### config.mk
export PLATFORM = sky130hd
export DESIGN_NAME = brick_drawer
export DESIGN_NICKNAME = d
export VERILOG_FILES = /design/src/rtl/brick_drawer.sv
export SDC_FILE = /design/constraint.sdc
export NUM_CORES = 1
export LEC_CHECK = 0
export ABC_CLOCK_PERIOD_IN_PS = 4950
export CAP_MARGIN = 10
export CORE_ASPECT_RATIO = 0.6
export CORE_MARGIN = 2
export CORE_UTILIZATION = 35
export DETAILED_ROUTE_END_ITERATION = 16
export PLACE_DENSITY = 0.55
export SLEW_MARGIN = 5
export SYNTH_ARGS = -nofsm -noshare
export SYNTH_HDL_FRONTEND = slang
export SYNTH_SLANG_ARGS = --single-unit
### constraint.sdc
create_clock -name clk -period 4.95 [get_ports clk]
set_clock_uncertainty 0.2 [all_clocks]
set_input_delay 0.99 -clock clk [delete_from_list [all_inputs] [get_ports clk]]
set_output_delay 0.99 -clock clk [all_outputs]
set_load 0.05 [all_outputs]
### src/rtl/brick_drawer.sv
// rtl/brick_drawer.sv - rasterises brick slots into registered pixel writes
// Runs a full-field redraw on start, or erases one brick on erase_req.
module brick_drawer #(
  parameter int          X_ORIGIN     = 20,
  parameter int          Y_ORIGIN     = 20,
  parameter int          X_PITCH      = 140,
  parameter int          Y_PITCH      = 60,
  parameter int          BRICK_W      = 120,
  parameter int          BRICK_H      = 40,
  parameter int          NUM_COLS     = 4,
  parameter int          NUM_ROWS     = 3,
  parameter logic [2:0]  BRICK_COLOUR = 3'b100,
  parameter logic [2:0]  BG_COLOUR    = 3'b000
) (
  input  logic        clk,
  input  logic        resetn,
  input  logic        start,
  input  logic        erase_req,
  input  logic [3:0]  erase_num,
  input  logic [11:0] brick_alive,
  output logic [9:0]  x,
  output logic [9:0]  y,
  output logic [2:0]  colour,
  output logic        plot,
  output logic        busy,
  output logic        done
);

  localparam logic [1:0] S_IDLE = 2'd0;
  localparam logic [1:0] S_LOAD = 2'd1;
  localparam logic [1:0] S_DRAW = 2'd2;
  localparam logic [1:0] S_DONE = 2'd3;

  localparam logic MODE_ERASE = 1'b0;
  localparam logic MODE_FULL  = 1'b1;

  localparam int         NUM_BRICKS = NUM_COLS * NUM_ROWS;
  localparam logic [3:0] LAST_N     = 4'(NUM_BRICKS - 1);
  localparam logic [6:0] LAST_CX    = 7'(BRICK_W - 1);
  localparam logic [5:0] LAST_CY    = 6'(BRICK_H - 1);

  logic [1:0] state_q, state_d;
  logic       mode_q, mode_d;
  logic [3:0] n_q, n_d;
  logic [6:0] cx_q, cx_d;
  logic [5:0] cy_q, cy_d;
  logic [9:0] x0_q, x0_d;
  logic [9:0] y0_q, y0_d;
  logic [9:0] x_q, x_d;
  logic [9:0] y_q, y_d;
  logic [2:0] colour_q, colour_d;
  logic       plot_q, plot_d;
  logic       done_q, done_d;

  logic [9:0] col_x0, row_y0;
  logic       last_px;

  // Origins are per-slot constants, so the pitch products fold away at elaboration.
  always_comb begin
    col_x0 = 10'(X_ORIGIN);
    case (n_q[1:0])
      2'd1:    col_x0 = 10'(X_ORIGIN + X_PITCH);
      2'd2:    col_x0 = 10'(X_ORIGIN + 2 * X_PITCH);
      2'd3:    col_x0 = 10'(X_ORIGIN + 3 * X_PITCH);
      default: col_x0 = 10'(X_ORIGIN);
    endcase
    row_y0 = 10'(Y_ORIGIN);
    case (n_q[3:2])
      2'd1:    row_y0 = 10'(Y_ORIGIN + Y_PITCH);
      2'd2:    row_y0 = 10'(Y_ORIGIN + 2 * Y_PITCH);
      default: row_y0 = 10'(Y_ORIGIN);
    endcase
  end

  assign last_px = (cx_q == LAST_CX) && (cy_q == LAST_CY);

  always_comb begin
    state_d  = state_q;
    mode_d   = mode_q;
    n_d      = n_q;
    cx_d     = cx_q;
    cy_d     = cy_q;
    x0_d     = x0_q;
    y0_d     = y0_q;
    x_d      = x_q;
    y_d      = y_q;
    colour_d = colour_q;
    plot_d   = 1'b0;
    done_d   = 1'b0;
    case (state_q)
      S_IDLE: begin
        if (start) begin
          mode_d  = MODE_FULL;
          n_d     = 4'd0;
          state_d = S_LOAD;
        end else if (erase_req && (erase_num < 4'(NUM_BRICKS))) begin
          mode_d  = MODE_ERASE;
          n_d     = erase_num;
          state_d = S_LOAD;
        end
      end
      S_LOAD: begin
        x0_d     = col_x0;
        y0_d     = row_y0;
        cx_d     = 7'd0;
        cy_d     = 6'd0;
        colour_d = ((mode_q == MODE_FULL) && brick_alive[n_q]) ? BRICK_COLOUR : BG_COLOUR;
        // The first pixel of the brick is registered on the way into DRAW.
        x_d      = col_x0;
        y_d      = row_y0;
        plot_d   = 1'b1;
        state_d  = S_DRAW;
      end
      S_DRAW: begin
        if (last_px) begin
          cx_d = 7'd0;
          cy_d = 6'd0;
          if ((mode_q == MODE_FULL) && (n_q != LAST_N)) begin
            n_d     = n_q + 4'd1;
            state_d = S_LOAD;
          end else begin
            done_d  = 1'b1;
            state_d = S_DONE;
          end
        end else begin
          if (cx_q == LAST_CX) begin
            cx_d = 7'd0;
            cy_d = cy_q + 6'd1;
          end else begin
            cx_d = cx_q + 7'd1;
          end
          x_d    = x0_q + 10'(cx_d);
          y_d    = y0_q + 10'(cy_d);
          plot_d = 1'b1;
        end
      end
      S_DONE: begin
        state_d = S_IDLE;
      end
      default: begin
        state_d = S_IDLE;
      end
    endcase
  end

  always_ff @(posedge clk or negedge resetn) begin
    if (!resetn) begin
      state_q  <= S_IDLE;
      mode_q   <= MODE_ERASE;
      n_q      <= 4'd0;
      cx_q     <= 7'd0;
      cy_q     <= 6'd0;
      x0_q     <= 10'd0;
      y0_q     <= 10'd0;
      x_q      <= 10'd0;
      y_q      <= 10'd0;
      colour_q <= 3'd0;
      plot_q   <= 1'b0;
      done_q   <= 1'b0;
    end else begin
      state_q  <= state_d;
      mode_q   <= mode_d;
      n_q      <= n_d;
      cx_q     <= cx_d;
      cy_q     <= cy_d;
      x0_q     <= x0_d;
      y0_q     <= y0_d;
      x_q      <= x_d;
      y_q      <= y_d;
      colour_q <= colour_d;
      plot_q   <= plot_d;
      done_q   <= done_d;
    end
  end

  assign x      = x_q;
  assign y      = y_q;
  assign colour = colour_q;
  assign plot   = plot_q;
  assign done   = done_q;
  assign busy   = (state_q != S_IDLE);

endmodule
# Word level (Yosys, flattened, before mapping)

Index checks and enable logic that the tools add are counted.

Register bits: 65
Input bits: 20
Output and inout bits: 26
Logic and storage cells: 83

Add/subtract/negate cells: 5
$lt $le $gt $ge: 2
Equal/unequal tests: 15
Multiplexer cells: 36
Reduce and logical (&&, ||, !) cells: 13

Operators by type and width:

| operator              | number |
|---|---|
| $pmux W10 S2          | 2 |
| $mux W7               | 4 |
| $pmux W9 S3           | 1 |
| $mux W6               | 4 |
| $mux W10              | 2 |
| $mux W4               | 4 |
| $pmux W8 S2           | 1 |
| $pmux W7 S2           | 1 |
| $pmux W6 S2           | 1 |
| $add A10 B6 Y10       | 1 |
| $add A10 B7 Y10       | 1 |
| $eq A2 B2 Y1 const B  | 5 |
| $mux W2               | 4 |
| $pmux W2 S4           | 1 |
| $pmux W4 S2           | 1 |
| $reduce_bool A2 Y1    | 4 |
| $add A7 B1 Y7 const B | 1 |
| $eq A7 B7 Y1 const B  | 1 |
| $mux W1               | 7 |
| $add A6 B1 Y6 const B | 1 |
| $eq A2 B1 Y1 const B  | 3 |
| $eq A6 B6 Y1 const B  | 1 |
| $ne A2 B2 Y1 const B  | 3 |
| $reduce_and A2 Y1     | 3 |
| 11 further kinds      | 14 |

# Logic depth before layout (Yosys ltp)

Depth in word-level cells: 7
Gate-level depth with buffers: 12
Gate-level depth less buffers: 12

# Worst setup path after synthesis

Ideal clock, no wire load.

Path type: register -> register
Start point: register cx_q[0]
End point: register y_q[5], in the netlist y[5]
Library setup time: 0.135 ns
Arrival: 2.558 ns
Required time: 4.615 ns
Setup slack: 2.057 ns
Cell stages (with the launch flop): 12
Cell sequence: dfrtp_1 ha_1 nand4_4 nor2_1 clkbuf_1 nand4_1 xnor2_1 ha_1 a21o_1 a21oi_1 xnor2_1 o21ai_0

Longest elaborated chain between the ends: 7
Elaborated cells between the ends (all ways): 10
Those cells by class: add/sub (1); eq/ne (2); mux (5); reduce/logical (2)

RTL lines:

| item                   | RTL line | source |
|---|---|---|
| start, declared        | 45       | `logic [6:0] cx_q, cx_d;` |
| start signal, assigned | 151      | `cx_q <= 7'd0;` |
| start signal, assigned | 164      | `cx_q <= cx_d;` |
| $eq A7 B7 Y1 (*)       | 75, 126  |  |
| $mux W6                | 126      | `if (cx_q == LAST_CX) begin` |
| $mux W6                | 115      | `if (last_px) begin` |
| $mux W6                | 90       | `case (state_q)` |
| $add A10 B6 Y10        | 133      | `y_d = y0_q + 10'(cy_d);` |
| $mux W10               | 115      |  |
| $pmux W10 S2           | 90       |  |
| end signal, assigned   | 169      | `y_q <= y_d;` |
| end, declared          | 50       | `logic [9:0] y_q, y_d;` |

Mark *: on every way between the ends. The rest lies on a longest branch, timed or not. The select of a mux whose other input is x is not followed.
A chain may end at the register's enable or synchronous reset.

# Worst setup path in the final report

Start point: register cx_q[0]
End point: register y_q[6], in the netlist y[6]

The elaborated chain is that of the path after synthesis.

==> flow_metrics.env <==
export IMPL_outcome="finished clean"
export IMPL_combinationalPowerShare_pct=53.3
export IMPL_wirelength_mm=8.00
export IMPL_ir_worst_vdd_v=0.000249
export IMPL_powerDensity_nw_per_um2=563
export IMPL_num_rows=26
export IMPL_critical_path_buf_inv_count=1
export IMPL_startpoint_type="flop"
export IMPL_critPathSlowestCell="nor2_1"
export IMPL_synth_distinct_cells=51
export IMPL_drv_slew=0
export IMPL_arrival_ns=3.56
export IMPL_drt_first_iter_violations=197
export IMPL_cts_sinks=51
export IMPL_period_share_pct=72.3
export IMPL_total_power_w=0.00214
export IMPL_gp_congestion=0.884
export IMPL_hpwl_mm=5.93
export IMPL_ys_seq_area_share_pct=40.8
export IMPL_cts_tree="built"
export IMPL_syn_inst=334
export IMPL_grt_usage_pct=16.8
export IMPL_hold_class="reg -> reg"
export IMPL_post_cts_buffers=0
export IMPL_path_delay_family="simple AND/OR/NAND/NOR gates"
export IMPL_slew_headroom_pct=40.5
export IMPL_wl_met3_um=362
export IMPL_cts_root_buf="clkbuf_16"
export IMPL_multi_input_area_sq_um=1720
export IMPL_die_x_um=126
export IMPL_synth_area_sq_um=3130
export IMPL_critPathMaxStageDelay_ns=0.69
export IMPL_grt_first_pass_wirelength_mm=12.9
export IMPL_worstPathMaxFanout=13
export IMPL_start_util_pct=36.4
export IMPL_hold_buffers=0
export IMPL_setup_viol=0
export IMPL_tns_ns=0
export IMPL_critical_path_class="reg -> reg"
export IMPL_drc=0
export IMPL_areaGrowthSynthToFinish_pct=21.6
export IMPL_clk_path_buf_depth=2
export IMPL_synth_area_leader_cell="dfrtp_1"
export IMPL_net_switching_power_w=0.00101
export IMPL_min_period_ns=3.58
export IMPL_clk_pin_slew_ns=0.06
export IMPL_port_buffers=42
export IMPL_cts_buffers=5
export IMPL_ys_flop_type="dfrtp_1"
export IMPL_fin_nets=413
export IMPL_fmax_mhz=279
export IMPL_viasPerCell=5.36
export IMPL_clock_latency_ns=0.29
export IMPL_p_leak_nw=1.66
export IMPL_crit_required_ns=4.93
export IMPL_die_h_um=77.2
export IMPL_grt_pass1_vias=2464
export IMPL_design_die_area_sq_um=9730
export IMPL_top_layer="met4"
export IMPL_yosysWarnings=0
export IMPL_synth_seq_cells=51
export IMPL_pwr_share_clk_pct=15.9
export IMPL_synth_avg_cell_area_sq_um=9.36
export IMPL_synth_enable_flop_cells=0
export IMPL_drtAntennaViolNets=0
export IMPL_drive_above_1_share_pct=7.20
export IMPL_hold_slack_ns=0.277
export IMPL_core_sq_um=8590
export IMPL_cts_htree_levels=2
export IMPL_regArea_sq_um=1280
export IMPL_drv_cap=0
export IMPL_cts_resized=0
export IMPL_boundaryPins=46
export IMPL_rsz0062_at_grt="false"
export IMPL_antenna_found_initial=0
export IMPL_pre_cts_ws_ns=1.40
export IMPL_hold_violations=0
export IMPL_internal_power_w=0.00114
export IMPL_wl_per_cell_um=16.4
export IMPL_grt_max_degree=52
export IMPL_layout_setup_ws_ns=1.37
export IMPL_n_fill_cell=824
export IMPL_drt_met1_wl_mm=4.36
export IMPL_routed_via_count=2608
export IMPL_yosysTopAreaCellShare_pct=40.8
export IMPL_path_cells="ha_1 > nand4_4 > nor2_1 > nand2_1 > xnor2_1 > inv_1 > ha_1 > fa_1 > a21oi_1 > a21oi_1 > mux2i_1 > nand2_1"
export IMPL_met2_length_mm=3.22
export IMPL_ys_top_cells_by_area="dfrtp_1 41%, ha_1 6.8%, a21oi_1 4.0%"
export IMPL_seq_power_share_pct=30.8
export IMPL_post_route_util_pct=44.2
export IMPL_grt_overflow=0
export IMPL_synthArstFlopShare_pct=100
export IMPL_tightestPinTransition_ns=0.893
export IMPL_num_antenna_cells=0
export IMPL_p_sw_share_pct=47.0
export IMPL_detail_route_first_pass_iterations=5
export IMPL_critPathCaptureType="flop"
## sequential cells by signal, indices dropped and copies added (netlist names), 2 cells and up
signal and count:
n_q 4, x0_q 5, y 9, x 10, y0_q 4, cy_q 6
cx_q 7, state_q 2
## synthesized netlist by cell type (all sizes together), types with 8 or more instances
library cell,number
dfrtp,51
nand2,33
nor2,29
a21oi,25
o21ai,22
ha,17
inv,16
mux2i,11
nand3,10
nor3,10
clkbuf,9
xnor2,9
buf,8
## worst reg2reg max path, stage by stage (launching register included)
cell and delay (ns):
dfrtp_1 0.39, ha_1 0.32, nand4_4 0.21, nor2_1 0.69, nand2_1 0.16, xnor2_1 0.22, inv_1 0.07, ha_1 0.21
fa_1 0.43, a21oi_1 0.25, a21oi_1 0.10, mux2i_1 0.16, nand2_1 0.06
## cells by family after synthesis
family,count (synthesis),synth area share (%)
other cells,1,0.120
xor+xnor,13,3.64
fa+ha+maj,19,8.09
compound gates,86,17.3
buf+inv,34,4.56
flops,51,40.8
mux,20,7.85
simple gates,110,17.6
## metrics by stage
stage / cells / instance area, sq um
after floorplan: 336 / 3130
after global placement: 479 / 3660
after detailed placement: 479 / 3660
after CTS: 487 / 3800
after global routing: 487 / 3800
final: 487 / 3800
## path summary, 6_finish.rpt
check,startpoint,slack (ns),cells after the start,to
worst max-delay path,cx_q[0],1.37,12,y[6]
worst min-delay path,y[2],0.28,2,y[2]
worst max register to register,cx_q[0],1.37,12,y[6]
worst min register to register,y[2],0.28,2,y[2]
max in group asynchronous,resetn,3.49,2,x[5]
min in group asynchronous,resetn,0.60,2,plot
## routing by layer
layer	GRT usage [%]	vias to the layer above
met3	4.33	8
met1	26.6	1260
met5	0	-
met2	23.0	62
met4	2.64	0
li1	-	1278
## power by group through the flow
stage / clock, W / sequential [W] / combinational [W]
final: 0.000340 / 0.000660 / 0.00114
after global routing: 0.000365 / 0.000683 / 0.00124
after CTS: 0.000348 / 0.000660 / 0.00115
after detailed placement: 0 / 0.000667 / 0.00114
after global placement: 0 / 0.000666 / 0.00113
after floorplan: 0 / 0.000825 / 0.000608
## final cells by class
class	count	share of cell area [%]
well taps	112	3.69
clock inverters	1	0.132
multi-input cells	251	45.3
clock buffers	7	3.49
flip-flops and latches	51	33.6
inverters	17	1.68
repair buffers	48	12.1
## cells in the final DEF, fill, tap and decap left out, drive strengths merged, types with 4 or more instances in the layout
cell           count
a22o               6
mux2               6
buf                7
a21o               6
o21ai             22
a21oi             25
dfrtp             51
nand3             10
xor2               4
xnor2              9
nand4              4
clkdlybuf4s50     41
clkbuf             7
mux2i             11
o22ai              6
nor2              29
nor2b              6
nor3              10
nor4               4
ha                17
inv               16
nand2             33
Power figures use the tool's default switching activity.
